**src/rtl/thiele_logic_bridge.sv**
```systemverilog
// Round-robin bridge from NUM_CH req/ack requesters to one external logic engine,
// with per-transaction timeout and saturating transaction/error counters.
module thiele_logic_bridge #(
    parameter int unsigned NUM_CH   = 4,
    parameter int unsigned ADDR_W   = 32,
    parameter int unsigned DATA_W   = 32,
    parameter int unsigned TIMEOUT  = 255,
    parameter logic [31:0] ERR_DATA = 32'hDEADBEEF
) (
    input  logic                     clk,
    input  logic                     rst_n,
    input  logic [NUM_CH-1:0]        ch_req,
    input  logic [NUM_CH*ADDR_W-1:0] ch_addr,
    output logic [NUM_CH-1:0]        ch_ack,
    output logic [DATA_W-1:0]        ch_data,
    output logic                     ch_err,
    output logic                     eng_req,
    output logic [ADDR_W-1:0]        eng_addr,
    input  logic                     eng_ack,
    input  logic [DATA_W-1:0]        eng_data,
    output logic                     busy,
    output logic [31:0]              xact_count,
    output logic [31:0]              err_count
);

    localparam int unsigned IDX_W = (NUM_CH > 1) ? $clog2(NUM_CH) : 1;
    localparam logic [15:0] WAIT_LIMIT = 16'(TIMEOUT - 1);
    localparam logic [DATA_W-1:0] ERR_WORD = DATA_W'(ERR_DATA);

    typedef enum logic [1:0] {
        S_IDLE,
        S_ISSUE,
        S_RESP
    } state_t;

    state_t              state_q, state_d;
    logic [IDX_W-1:0]    grant_q, grant_d;
    logic [IDX_W-1:0]    rr_ptr_q, rr_ptr_d;
    logic [NUM_CH-1:0]   mask_q, mask_d;
    logic [15:0]         wait_q, wait_d;
    logic [ADDR_W-1:0]   eng_addr_q, eng_addr_d;
    logic                eng_req_q, eng_req_d;
    logic [NUM_CH-1:0]   ch_ack_q, ch_ack_d;
    logic [DATA_W-1:0]   ch_data_q, ch_data_d;
    logic                ch_err_q, ch_err_d;
    logic [31:0]         xact_q, xact_d;
    logic [31:0]         errc_q, errc_d;

    logic [NUM_CH-1:0]   eligible;
    logic [NUM_CH-1:0]   grant_oh;
    logic [IDX_W-1:0]    scan_idx;
    logic [IDX_W-1:0]    pick_idx;
    logic                pick_valid;
    logic [ADDR_W-1:0]   pick_addr;

    assign eligible = ch_req & ~mask_q;
    assign grant_oh = NUM_CH'(1) << grant_q;

    // First eligible channel at or after rr_ptr, wrapping modulo NUM_CH.
    always_comb begin
        pick_valid = 1'b0;
        pick_idx   = '0;
        scan_idx   = '0;
        for (int unsigned i = 0; i < NUM_CH; i++) begin
            scan_idx = rr_ptr_q + IDX_W'(i);
            if (!pick_valid && eligible[scan_idx]) begin
                pick_valid = 1'b1;
                pick_idx   = scan_idx;
            end
        end
    end

    always_comb begin
        pick_addr = '0;
        for (int unsigned i = 0; i < NUM_CH; i++) begin
            if (IDX_W'(i) == pick_idx) begin
                pick_addr = ch_addr[i*ADDR_W +: ADDR_W];
            end
        end
    end

    always_comb begin
        state_d    = state_q;
        grant_d    = grant_q;
        rr_ptr_d   = rr_ptr_q;
        mask_d     = mask_q;
        wait_d     = wait_q;
        eng_addr_d = eng_addr_q;
        eng_req_d  = eng_req_q;
        ch_ack_d   = '0;
        ch_data_d  = ch_data_q;
        ch_err_d   = 1'b0;
        xact_d     = xact_q;
        errc_d     = errc_q;

        unique case (state_q)
            S_IDLE: begin
                // Mask only ever survives a single IDLE cycle.
                mask_d = '0;
                if (pick_valid) begin
                    grant_d    = pick_idx;
                    eng_addr_d = pick_addr;
                    wait_d     = '0;
                    eng_req_d  = 1'b1;
                    state_d    = S_ISSUE;
                end
            end

            S_ISSUE: begin
                // An ack on the timeout cycle takes priority over the abort.
                if (eng_ack) begin
                    ch_data_d = eng_data;
                    ch_err_d  = 1'b0;
                    ch_ack_d  = grant_oh;
                    eng_req_d = 1'b0;
                    state_d   = S_RESP;
                end else if (wait_q == WAIT_LIMIT) begin
                    ch_data_d = ERR_WORD;
                    ch_err_d  = 1'b1;
                    ch_ack_d  = grant_oh;
                    eng_req_d = 1'b0;
                    state_d   = S_RESP;
                end else begin
                    wait_d = wait_q + 16'd1;
                end
            end

            S_RESP: begin
                if (xact_q != '1) begin
                    xact_d = xact_q + 32'd1;
                end
                if (ch_err_q && (errc_q != '1)) begin
                    errc_d = errc_q + 32'd1;
                end
                rr_ptr_d = grant_q + IDX_W'(1);
                mask_d   = grant_oh;
                state_d  = S_IDLE;
            end

            default: begin
                eng_req_d = 1'b0;
                state_d   = S_IDLE;
            end
        endcase
    end

    always_ff @(posedge clk or negedge rst_n) begin
        if (!rst_n) begin
            state_q    <= S_IDLE;
            grant_q    <= '0;
            rr_ptr_q   <= '0;
            mask_q     <= '0;
            wait_q     <= '0;
            eng_addr_q <= '0;
            eng_req_q  <= 1'b0;
            ch_ack_q   <= '0;
            ch_data_q  <= '0;
            ch_err_q   <= 1'b0;
            xact_q     <= '0;
            errc_q     <= '0;
        end else begin
            state_q    <= state_d;
            grant_q    <= grant_d;
            rr_ptr_q   <= rr_ptr_d;
            mask_q     <= mask_d;
            wait_q     <= wait_d;
            eng_addr_q <= eng_addr_d;
            eng_req_q  <= eng_req_d;
            ch_ack_q   <= ch_ack_d;
            ch_data_q  <= ch_data_d;
            ch_err_q   <= ch_err_d;
            xact_q     <= xact_d;
            errc_q     <= errc_d;
        end
    end

    assign ch_ack     = ch_ack_q;
    assign ch_data    = ch_data_q;
    assign ch_err     = ch_err_q;
    assign eng_req    = eng_req_q;
    assign eng_addr   = eng_addr_q;
    assign busy       = (state_q != S_IDLE);
    assign xact_count = xact_q;
    assign err_count  = errc_q;

endmodule
```
**config.mk**
```make
export PLATFORM = sky130hd
export DESIGN_NAME = thiele_logic_bridge
export DESIGN_NICKNAME = d
export VERILOG_FILES = /design/src/rtl/thiele_logic_bridge.sv
export SDC_FILE = /design/constraint.sdc
export NUM_CORES = 1
export LEC_CHECK = 0
export ABC_AREA = 1
export ABC_CLOCK_PERIOD_IN_PS = 2700
export BUFFER_PORTS_ARGS = -buffer_cell sky130_fd_sc_hd__clkbuf_2
export CAP_MARGIN = 25
export CORE_MARGIN = 5
export CORE_UTILIZATION = 45
export CTS_BUF_LIST = sky130_fd_sc_hd__clkbuf_4
export CTS_CLUSTER_SIZE = 20
export DETAILED_ROUTE_END_ITERATION = 16
export PLACE_DENSITY_LB_ADDON = 0.08
export SLEW_MARGIN = 40
export SYNTH_ARGS = -nofsm -noshare
export SYNTH_HDL_FRONTEND = slang
export SYNTH_SLANG_ARGS = --single-unit
```
**constraint.sdc**
```tcl
create_clock -name clk -period 2.7 [get_ports clk]
set_input_delay 0.135 -clock clk [delete_from_list [all_inputs] [get_ports clk]]
set_output_delay 0.135 -clock clk [all_outputs]
set_load 0.005 [all_outputs]
```
---- Word-level counts from Yosys, hierarchy flattened ----
Index checks and enable logic that the tools add are counted.
word-level totals
  output and inout bits ................... 135
  register bits ........................... 160
  input bits .............................. 167
  logic and storage cells ................. 100
cells by class
  shift-type cells ........................ 1
  order comparisons ....................... 4
  reduce and logical (&&, ||, !) cells .... 20
  add/subtract/negate cells ............... 7
  eq/ne operators ......................... 12
  bitwise logic cells ..................... 3
  muxes and demuxes ....................... 41
operator list
  cell                     count
  $mux W32                 6
  $add A32 B1 Y32 const B  2
  $ne A32 B32 Y1 const B   2
  $mux W16                 3
  $pmux W16 S2             1
  $add A16 B1 Y16 const B  1
  $eq A16 B8 Y1 const B    1
  $mux W1                  14
  $mux W2                  7
  $lt A2 B3 Y1 const B     4
  $mux W4                  3
  $reduce_and A2 Y1        5
  $bmux W1 S2              4
  $pmux W4 S2              1
  $reduce_bool A2 Y1       4
  $ne A2 B2 Y1 const B     3
  $add A2 B1 Y2 const B    2
  $add A2 B2 Y2 const B    2
  $and A4 B4 Y4            1
  $eq A2 B2 Y1 const A     2
  $logic_and A1 B1 Y1      4
  $logic_not A2 Y1         2
  $not A4 Y4               1
  $pmux W2 S2              1
  other kinds (10)         12

---- Longest topological paths before layout ----
Gate-level depths: netlist of the first run.
  word-level depth ........................ 19
  depth in mapped cells ................... 16
  mapped depth without buffers ............ 14

---- Least setup slack after synthesis of the first run ----
Ideal clock, no wire load.
  kind .................................... reg2reg
  start point ............................. reg rr_ptr_q[0]
  end point ............................... reg eng_addr_q[10], in the netlist eng_addr[10]
  setup time .............................. 0.116 ns
  path buffers ............................ 2
  setup slack ............................. 0.901 ns
  stages on the path, launching flop included .. 17
  period minus slack after synthesis ...... 1.799 ns
  arrival ................................. 1.682 ns
  required time ........................... 2.584 ns
  cell sequence ........................... dfrtp_1 buf_6 inv_4 nand2_1 nand2_2 nand3_1 nand2_2 nand4_2 nand3_4 inv_2 nor2_4 buf_6 nand2_1 nand2_1 inv_1 nand2_1 nand2_1
between the ends
  longest elaborated chain between the ends .. 17
  elaborated cells on any way between the ends .. 34
  classes of those cells .................. add/sub (3); eq/ne (3); mux (20); reduce/logical (8)
ends and longest elaborated chain
  what                                                                    line  RTL
  from (decl)                                                             38    logic [IDX_W-1:0] rr_ptr_q, rr_ptr_d;
  from (signal assigned)                                                  164   rr_ptr_q <= rr_ptr_d;
  parallel branches: the longest is 17 deep, another holds $add A2 B1 Y2  --
  to (signal assigned)                                                    167   eng_addr_q <= eng_addr_d;
  to (decl)                                                               41    logic [ADDR_W-1:0] eng_addr_q, eng_addr_d;
Several ways; the timed one is not identified. The select of a mux whose other input is x is not followed.
A chain may end at the register's enable or synchronous reset.

---- Worst setup path in the final report of the first run ----
  start point ............................. reg rr_ptr_q[0]
  end point ............................... reg eng_addr_q[6], in the netlist eng_addr[6]
The elaborated chain is that of the path after synthesis.

==> impl_metrics.csv, run 1 <==
group,metric,value,unit
outcome,status,"complete, no violations",
synthesis,ys_ff_latch,160,
power_and_ir_drop,power_density,836.8,mW/mm^2
cells_and_area,regArea,0.004004,sq mm
cells_and_area,syn_to_final_growth,39.57,%
synthesis,ys_seq_area_share,43.21,%
global_routing,grt_max_degree,69,
routing,drt_iter0_markers,591,
synthesis,ys_top_cells_by_area,"dfrtp_1 (43%), nand2_1 (16%), inv_1 (6.0%), nand3_1 (5.7%), xor2_1 (4.9%)",
placement,gp_congestion,0.9170,
synthesis,postSynthCellCount,1229,
global_routing,grt_pass1_vias,10260,
floorplanning,initial_utilization,45.79,%
floorplanning,die_x,153.5,um
synthesis,ys_types,38,
floorplanning,rows,52,
global_routing,grt_pass1_wl,51320,um
synthesis,synthAdderAreaFrac,1.080,%
synthesis,synth_simple_gate_area_share,32.46,%
sta,finalSetupTns,0,ns
cts,cts_setup_buffers,0,
synthesis,synthArstFlopShare,100.0,%
routing,firstDrtPassIters,5,
sta,finalClockSkew,0.02744,ns
critical_path,r2r_start,"rr_ptr_q[0]$_DFFE_PN0P_",
run,cap_viol_max_count,0,
critical_path,crit_fanout,32,
sta,tightestPinTransition,0.7762,ns
global_routing,antenna_found_initial,0,
synthesis,synth_xor_area_share,6.334,%
floorplanning,die_height,153.5,um
synthesis,netlist_area,0.009265,sq mm
cts,h-tree-depth,4,
power_and_ir_drop,peakVddDrop,745.3,uV
synthesis,synth_edf_count,0,
synthesis,muxShareOfSynthArea,0,%
cells_and_area,fillers,1773,
synthesis,synth_top_family_by_area,"simple AND/OR/NAND/NOR gates",
floorplanning,num_io_pins,302,
sta,slew_headroom,48.19,%
synthesis,synth_top_area_cell,"dfrtp_1",
synthesis,ys_dominant_reg_cell,"dfrtp_1",
critical_path,reg2reg_depth,11,
synthesis,ys_warn_count,0,
placement,hpwl,21510,um
cts,post_cts_resize_count,0,
global_routing,gr-total-overflow,0,
routing,num_vias,10140,
cells_and_area,multi_input_comb_area,0.004437,sq mm
routing,routed_wl,31770,um
cells_and_area,antenna_cells,0,
synthesis,synth_top_area_share,43.21,%
synthesis,synthesis.nets,1404,
critical_path,r2r_end,"eng_addr[6]$_DFFE_PN0P_",
sta,slew_violations,0,
sta,max_freq,0.4000,GHz
routing,drc,0,
cts,clockBufferDepth,2,
routing,detail-route-antenna-nets,0,
cts,clock_latency,0.56,ns
sta,fin_crit_sh,92.59,%
cells_and_area,num-nets-final,1856,
critical_path,worst_ep_arrival_time,3.00,ns
cts,cts_tree,"yes",
routing,wl_per_cell,16.18,um
critical_path,crit_type,"flip-flop to flip-flop",
placement,io_buffers,301,
sta,min_period,2.500,ns
hold_path,hp-class,"primary input to async pin",
floorplanning,design.die.area,0.02356,sq mm
critical_path,end_kind,"flip-flop",
cts,hold_buffers,162,
critical_path,ff2ff_setup_slack,0.20,ns
sta,grt_setup_unrepaired,"false",
synthesis,synth-compound-area-share,8.008,%
power_and_ir_drop,finalPower,0.01082,W
cts,clock_sinks,160,
cells_and_area,drive_gt1_share,22.14,%
critical_path,crit_path_start_kind,"flip-flop",
sta,hold_viol_final,0,
cts,cts_made_buffers,17,
cts,cts-root-buf,"clkbuf_4",
critical_path,worstPathRequired,3.20,ns
floorplanning,core,0.02023,sq mm
sta,setup_viol,0,
synthesis,syn_area_per_cell,7.539,sq um
cts,clkTransAtPathRegs,0.15,ns
global_routing,track_usage,26.39,%
power_and_ir_drop,power.leakage,6.748,nW
routing,viasPerCell,5.161,
-- kinds of logic (layout without fill, tap and decap cells) --
kind of cell | count (synthesis) | in the layout
simple gates | 678 | 678
buf+inv | 198 | 663
flops | 160 | 160
compound gates | 118 | 118
xor+xnor | 67 | 67
fa+ha+maj | 8 | 8
-- routing by layer --
layer  part of all wire [%]  track usage [%]  routed length (um)  vias up
met4                    4.6            12.24                1475        0
met5                      0                0                   0        -
met3                    6.1            5.593                1952      130
met1                     40            32.55               12670     4699
li1                       -                -                   -     4876
met2                     49            44.41               15680      432
-- report_power, final --
group	leakage [nW]	switching [W]	internal [W]	total, W
sequential	2.07	0.000406	0.00300	0.00341
combinational	4.54	0.00377	0.00213	0.00589
clock	0.142	0.000949	0.000575	0.00152
total	6.75	0.00512	0.00570	0.0108
-- Yosys cell counts (8+ instances only) --
| library cell | n |
|---|---|
| a21oi_1 | 10 |
| a22o_1 | 8 |
| buf_2 | 23 |
| clkbuf_1 | 13 |
| dfrtp_1 | 160 |
| ha_1 | 8 |
| inv_1 | 147 |
| nand2_1 | 384 |
| nand3_1 | 106 |
| nand4_1 | 32 |
| nor2_1 | 72 |
| nor3_1 | 37 |
| nor4_1 | 19 |
| o21ai_0 | 45 |
| o21ai_1 | 17 |
| o22a_1 | 24 |
| o31ai_1 | 8 |
| xnor2_1 | 15 |
| xor2_1 | 52 |
-- layout by cell type (no fill, tap or decap), types with 2 or more instances in the layout --
cell type and n:
o31ai_1 8, inv_2 6, o21ai_1 17, clkinvlp_4 5, nand4_2 2, buf_4 12
a22o_1 8, nor4_1 19, a21oi_1 10, nor2_2 2, nand3_1 106, inv_1 146
dfrtp_1 160, nor2_4 5, clkbuf_4 18, or2_2 2, inv_6 4, xor2_1 52
nor2_1 72, ha_1 8, o22a_1 24, dlygate4sd3_1 162, o21ai_0 45, nand2_1 384
buf_12 3, o22ai_1 4, clkbuf_2 300, nand2_2 4, nand3_2 2, nor3_1 37
bufinv_16 2, xnor2_1 15, nand3b_1 7, nand4_1 32
-- how the worst max path moves through the flow --
stage | startpoint | to | slack [ns]
after floorplan | rr_ptr_q[0]$_DFFE_PN0P_ | eng_addr[10]$_DFFE_PN0P_ | 0.90
after global placement | rr_ptr_q[0]$_DFFE_PN0P_ | eng_addr[31]$_DFFE_PN0P_ | 0.41
after detailed placement | rr_ptr_q[0]$_DFFE_PN0P_ | eng_addr[31]$_DFFE_PN0P_ | 0.33
after CTS | rr_ptr_q[0]$_DFFE_PN0P_ | eng_addr[26]$_DFFE_PN0P_ | 0.31
after global routing | rr_ptr_q[0]$_DFFE_PN0P_ | eng_addr[10]$_DFFE_PN0P_ | 0.04
final | rr_ptr_q[0]$_DFFE_PN0P_ | eng_addr[6]$_DFFE_PN0P_ | 0.20
-- area by class of cell --
type | instances | area share [%]
clock inverters | 14 | 1.209
multi-input cells | 871 | 34.31
flip-flops and latches | 160 | 30.96
inverters | 153 | 4.461
repair buffers | 478 | 25.40
clock buffers | 18 | 1.045
well taps | 270 | 2.612
-- through the flow --
stage	cell area [sq um]	setup WS (ns)	std cells	utilization, %	hold slack, ns
finish	12930	0.2000	1964	63.91	0.1063
detailed placement	11020	0.3277	1770	54.45	0.1731
floorplan	9265	0.9013	1229	-	-0.1606
CTS	12930	0.3132	1964	63.91	0.09618
global route	12930	0.03790	1964	63.91	0.1286
global placement	11020	0.4059	1770	54.45	0.1799
-- critical path: stages, from the launching register on --
cell	delay [ns]
dfrtp_1	0.56
nand3_1	0.18
nand2_2	0.15
inv_1	0.08
o21ai_2	0.22
nand3_4	0.25
inv_2	0.15
buf_4	0.37
nand3_1	0.18
nand3_1	0.14
nand2_1	0.08
nand2_1	0.08
-- state kept, by name, summed over array words and instances, names as in the netlist --
register    cells
xact_count     32
ch_ack          4
err_count      32
eng_req         1
eng_addr       32
wait_q         16
ch_data        32
ch_err          1
grant_q         2
mask_q          4
state_q         2
rr_ptr_q        2
No activity file was read; power rests on OpenSTA's default activity.
==> run 2: changes to the inputs <==
- RECOVER_POWER: default -> 25
==> impl_metrics.csv, run 2 (synthesis results as in run 1) <==
group,metric,value,unit
outcome,status,"finished with violations",
outcome,violations,"capacitance limit, slew limit",
cts,cts_setup_buffers,0,
critical_path,path_buf_inv,3,
placement,place_ws,0.3277,ns
power_and_ir_drop,power.leakage,6.743,nW
cells_and_area,multi_input_comb_area,0.004437,sq mm
cts,h-tree-depth,4,
sta,hold_viol_final,0,
sta,fin_crit_sh,92.93,%
cells_and_area,antenna_cells,0,
routing,wl_per_cell,16.20,um
cells_and_area,layout_commonest_cell,"nand2_1",
critical_path,crit_fanout,32,
cells_and_area,drive_gt1_share,22.08,%
cells_and_area,num-nets-final,1856,
routing,detail-route-antenna-nets,0,
power_and_ir_drop,p_int,0.005699,W
routing,viasPerCell,5.162,
power_and_ir_drop,switching_power,0.005134,W
sta,tightestPinTransition,1.723,ns
global_routing,gr-total-overflow,0,
critical_path,cpMostUsedCell,"nand3_1",
global_routing,grt_pass1_vias,10260,
floorplanning,initial_utilization,45.79,%
sta,setup_ws,0.1910,ns
sta,slew_headroom,-14.87,%
cts,cts-root-buf,"clkbuf_4",
power_and_ir_drop,switching_share,47.39,%
sta,timing.hold.ws,0.3419,ns
power_and_ir_drop,peakVddDrop,746.4,uV
sta,finalSetupTns,0,ns
critical_path,worst_ep_arrival_time,3.01,ns
hold_path,hp-start,"eng_data[21]",
cts,clock_latency,0.56,ns
routing,drt_iter0_markers,588,
sta,grt_setup_unrepaired,"false",
cts,cts_made_buffers,17,
critical_path,crit_path_max_incr_delay,0.57,ns
hold_path,hp-class,"primary input to flip-flop",
cts,hold_buffers,162,
routing,routed_wl,31810,um
global_routing,grt_max_degree,69,
cts,clkTransAtPathRegs,0.15,ns
floorplanning,rows,52,
critical_path,crit_type,"flip-flop to flip-flop",
global_routing,grt_pass1_wl,51320,um
sta,slew_violations,68,
critical_path,ff2ff_setup_slack,0.19,ns
floorplanning,die_x,153.5,um
cells_and_area,syn_to_final_growth,39.46,%
global_routing,track_usage,26.39,%
cts,cts_tree,"yes",
sta,setup_viol,0,
power_and_ir_drop,seq_power_share,31.5,%
critical_path,crit_path_start_kind,"flip-flop",
critical_path,r2r_start,"rr_ptr_q[0]$_DFFE_PN0P_",
power_and_ir_drop,power_density,838.4,mW/mm^2
routing,drc,0,
placement,io_buffers,301,
sta,finalClockSkew,0.02875,ns
critical_path,slowest_stage,"dfrtp_1",
cells_and_area,regArea,0.004004,sq mm
power_and_ir_drop,combPwrFrac,54.4,%
critical_path,cp_top_family,"simple AND/OR/NAND/NOR gates",
power_and_ir_drop,finalPower,0.01083,W
critical_path,worstPathRequired,3.20,ns
global_routing,antenna_found_initial,0,
critical_path,path_cells,"nand3_1 > nand2_2 > inv_1 > o21ai_2 > nand3_4 > inv_2 > buf_4 > nand3_1 > nand3_1 > nand2_1 > nand2_1",
floorplanning,die_height,153.5,um
sta,min_period,2.509,ns
sta,max_freq,0.3986,GHz
critical_path,end_kind,"flip-flop",
cells_and_area,fillers,1777,
power_and_ir_drop,clockPowerShare,14.1,%
routing,firstDrtPassIters,5,
floorplanning,design.die.area,0.02356,sq mm
cells_and_area,final_cell_mix,"nand2_1 (384), clkbuf_2 (301), dlygate4sd3_1 (162)",
floorplanning,core,0.02023,sq mm
routing,num_vias,10140,
cts,clockBufferDepth,2,
floorplanning,num_io_pins,302,
placement,hpwl,21510,um
cts,clock_sinks,160,
cts,post_cts_resize_count,0,
run,cap_viol_max_count,1,
critical_path,crit_start,"rr_ptr_q[0]$_DFFE_PN0P_",
placement,gp_congestion,0.9170,
-- run 2: cell count changes in the layout (fill, tap and decap cells not counted), sizes merged --
| cell | delta |
|---|---|
| clkbuf | +2 |
| buf | -2 |
-- run 2: metal layers --
metal / up-vias / global-route usage, % / share of wire (%)
li1: 4879 / - / -
met1: 4704 / 32.55 / 40
met2: 426 / 44.41 / 49
met3: 130 / 5.593 / 6.1
met4: 0 / 12.24 / 4.7
met5: - / 0 / 0
-- run 2: power by group through the flow --
| stage | combinational, W | sequential (W) | clock [W] |
|---|---|---|---|
| after floorplan | 0.00389 | 0.00341 | 0 |
| after global placement | 0.00545 | 0.00342 | 0 |
| after detailed placement | 0.00555 | 0.00342 | 0 |
| after CTS | 0.00574 | 0.00339 | 0.00158 |
| after global routing | 0.00657 | 0.00347 | 0.00167 |
| final | 0.00590 | 0.00341 | 0.00153 |
-- run 2: path summary, 6_finish.rpt --
path,to,depth (start not counted)
max,eng_addr[6]$_DFFE_PN0P_,11
max reg2reg,eng_addr[6]$_DFFE_PN0P_,11
max in group asynchronous,eng_req$_DFFE_PN0P_,3
min,ch_data[21]$_DFFE_PN0P_,3
min in group asynchronous,ch_data[7]$_DFFE_PN0P_,2
min reg2reg,eng_req$_DFFE_PN0P_,2
-- run 2: stage by stage --
step | area [sq um] | std cells | util (%)
3_5_place_dp | 11020 | 1770 | 54.45
2_1_floorplan | 9265 | 1229 | -
6_report | 12920 | 1964 | 63.86
5_1_grt | 12920 | 1964 | 63.86
4_1_cts | 12930 | 1964 | 63.91
3_3_place_gp | 11020 | 1770 | 54.45
-- run 2: final cells by class --
type                    instances  area share (%)
well taps                     270           2.615
clock inverters                14           1.210
multi-input cells             871           34.34
flip-flops and latches        160           30.99
inverters                     153           4.464
repair buffers                478           25.34
clock buffers                  18           1.046
-- run 2: worst reg2reg max path: stages, from the launching register on --
cell,delay [ns]
dfrtp_1,0.57
nand3_1,0.18
nand2_2,0.15
inv_1,0.08
o21ai_2,0.22
nand3_4,0.25
inv_2,0.15
buf_4,0.37
nand3_1,0.19
nand3_1,0.14
nand2_1,0.08
nand2_1,0.08
==> run 3: changes to the inputs <==
- CORE_UTILIZATION: 45 -> 35
==> impl_metrics.csv, run 3 (synthesis results as in run 1) <==
group,metric,value,unit
global_routing,track_usage,20.91,%
cts,clock_latency,0.56,ns
critical_path,slowest_stage,"dlygate4sd3_1",
floorplanning,rows,59,
sta,finalSetupTns,0,ns
power_and_ir_drop,peakVddDrop,638.1,uV
routing,routed_wl,31970,um
run,cap_viol_max_count,1,
floorplanning,num_io_pins,302,
placement,post_dp_cell_area,0.01112,sq mm
cells_and_area,final_cell_mix,"nand2_1 (384), clkbuf_2 (302), dfrtp_1 (158)",
cells_and_area,fin_cells,2032,
sta,min_period,2.525,ns
sta,grt_setup_unrepaired,"true",
placement,io_buffers,301,
sta,setup_ws,0.1750,ns
power_and_ir_drop,switching_power,0.005146,W
sta,hold_viol_final,0,
critical_path,crit_path_start_kind,"flip-flop",
sta,setup_viol,0,
global_routing,grt_pass1_vias,9982,
cts,cts-root-buf,"clkbuf_4",
floorplanning,die_height,172.7,um
floorplanning,design.die.area,0.02983,sq mm
cells_and_area,fillers,2572,
cells_and_area,num-nets-final,1856,
global_routing,antenna_found_initial,3,
routing,wl_per_cell,15.73,um
critical_path,end_kind,"flip-flop",
critical_path,crit_fanout,19,
sta,tightestPinTransition,1.938,ns
power_and_ir_drop,power.leakage,6.765,nW
critical_path,crit_path_max_incr_delay,0.55,ns
cts,clock_sinks,160,
cells_and_area,drive_gt1_share,22.79,%
routing,drc,0,
critical_path,worstPathRequired,3.16,ns
critical_path,cp_top_family,"buffers and inverters",
cts,cts_tree,"yes",
placement,hpwl,23090,um
floorplanning,initial_utilization,35.55,%
routing,detail-route-antenna-nets,0,
power_and_ir_drop,combPwrFrac,56.1,%
sta,finalClockSkew,0.03882,ns
critical_path,path_buf_inv,4,
outcome,status,"finished with violations",
critical_path,path_cells,"clkbuf_2 > nand3_1 > nand2_1 > nand2_1 > nand2_1 > inv_1 > nor2_1 > nor2_2 > nor2_4 > buf_4 > o21ai_0 > nand3_1 > dlygate4sd3_1 > a21oi_1",
sta,slew_violations,74,
floorplanning,die_x,172.7,um
placement,dp.cells,1841,
hold_path,hp-class,"primary input to flip-flop",
floorplanning,core,0.02606,sq mm
critical_path,worst_ep_arrival_time,2.98,ns
routing,num_vias,9826,
cts,clkTransAtPathRegs,0.15,ns
routing,firstDrtPassIters,6,
sta,slew_headroom,-29.21,%
power_and_ir_drop,seq_power_share,30.6,%
global_routing,grt_pass1_wl,51920,um
global_routing,grt_max_degree,75,
cells_and_area,syn_to_final_growth,40.18,%
critical_path,crit_type,"flip-flop to flip-flop",
cts,cts_made_buffers,17,
cts,h-tree-depth,4,
power_and_ir_drop,clockPowerShare,13.4,%
cells_and_area,layout_commonest_cell,"nand2_1",
power_and_ir_drop,switching_share,46.28,%
routing,viasPerCell,4.836,
routing,drt_iter0_markers,585,
global_routing,gr-total-overflow,0,
power_and_ir_drop,p_int,0.005973,W
critical_path,cpMostUsedCell,"nand2_1",
sta,max_freq,0.3960,GHz
cts,clockBufferDepth,2,
sta,fin_crit_sh,93.52,%
placement,place_ws,0.3498,ns
power_and_ir_drop,power_density,856.1,mW/mm^2
placement,gp_congestion,0.8920,
outcome,violations,"capacitance limit, slew limit",
cells_and_area,post-route-cell-area,0.01299,sq mm
run 3: cell count changes in the layout (fill, tap and decap cells not counted), sizes merged:
cell | before | now
buf | 14 | 24
bufinv | 2 | 1
clkbuf | 320 | 319
clkinvlp | 5 | 0
inv | 158 | 160
dlygate4sd3 | 162 | 152
clkinv | 2 | 7
diode | 0 | 3
run 3: routing by layer:
metal  vias to the layer above  part of all wire (%)  track usage, %
met5                         -                     0               0
met3                        65                   5.8           5.197
met2                       291                    49           35.56
li1                       4883                     -               -
met1                      4587                    42           26.22
met4                         0                   2.7           6.551
run 3: cell type report:
cell class / instances / area, sq um / area share, %
diodes: 3 / 7.507 / 0.05780
flip-flops and latches: 160 / 4006 / 30.85
inverters: 153 / 579.3 / 4.460
clock inverters: 15 / 153.9 / 1.185
repair buffers: 478 / 3257 / 25.08
multi-input cells: 871 / 4437 / 34.16
clock buffers: 17 / 127.6 / 0.9827
well taps: 335 / 419.2 / 3.227
run 3: per-stage QoR:
stage	hold slack (ns)	util, %	power, W
2_1_floorplan	-0.1606	-	0.007305
3_3_place_gp	0.2201	42.67	0.009044
3_5_place_dp	0.2223	42.67	0.009110
4_1_cts	0.1410	49.59	0.01106
5_1_grt	0.2769	49.84	0.01216
6_report	0.3365	49.84	0.01112
run 3: repair_timing:
| item | in CTS | in global routing |
|---|---|---|
| setup buffers | 0 | 4 |
| setup endpoints to repair | 0 | 9 |
| gates resized for setup | 0 | 12 |
| endpoints found under the hold margin | 136 | 0 |
| hold buffers | 152 | 0 |
run 3: path summary, 6_finish.rpt:
path	startpoint	endpoint	slack (ns)	depth (start not counted)
hold / removal	eng_ack	ch_err$_DFF_PN0_	0.34	3
setup reg to reg	rr_ptr_q[0]$_DFFE_PN0P_	eng_addr[25]$_DFFE_PN0P_	0.17	14
hold reg to reg	eng_addr[19]$_DFFE_PN0P_	eng_addr[19]$_DFFE_PN0P_	0.50	2
max in group asynchronous	rst_n	err_count[2]$_DFFE_PN0P_	0.82	3
min in group asynchronous	rst_n	ch_data[9]$_DFFE_PN0P_	0.65	2
setup / recovery	rr_ptr_q[0]$_DFFE_PN0P_	eng_addr[25]$_DFFE_PN0P_	0.17	14
run 3: worst reg2reg max path: stages, from the launching register on:
cell and delay (ns):
dfrtp_2 0.46, clkbuf_2 0.17, nand3_1 0.11, nand2_1 0.13
nand2_1 0.06, nand2_1 0.07, inv_1 0.05, nor2_1 0.16
nor2_2 0.07, nor2_4 0.10, buf_4 0.26, o21ai_0 0.13
nand3_1 0.08, dlygate4sd3_1 0.55, a21oi_1 0.06
run 3: power by group through the flow:
stage	registers, W	logic [W]	clock network, W
floorplan	0.00341	0.00389	0
global placement	0.00344	0.00560	0
detailed placement	0.00344	0.00567	0
CTS	0.00341	0.00607	0.00158
global route	0.00347	0.00701	0.00167
finish	0.00340	0.00623	0.00149
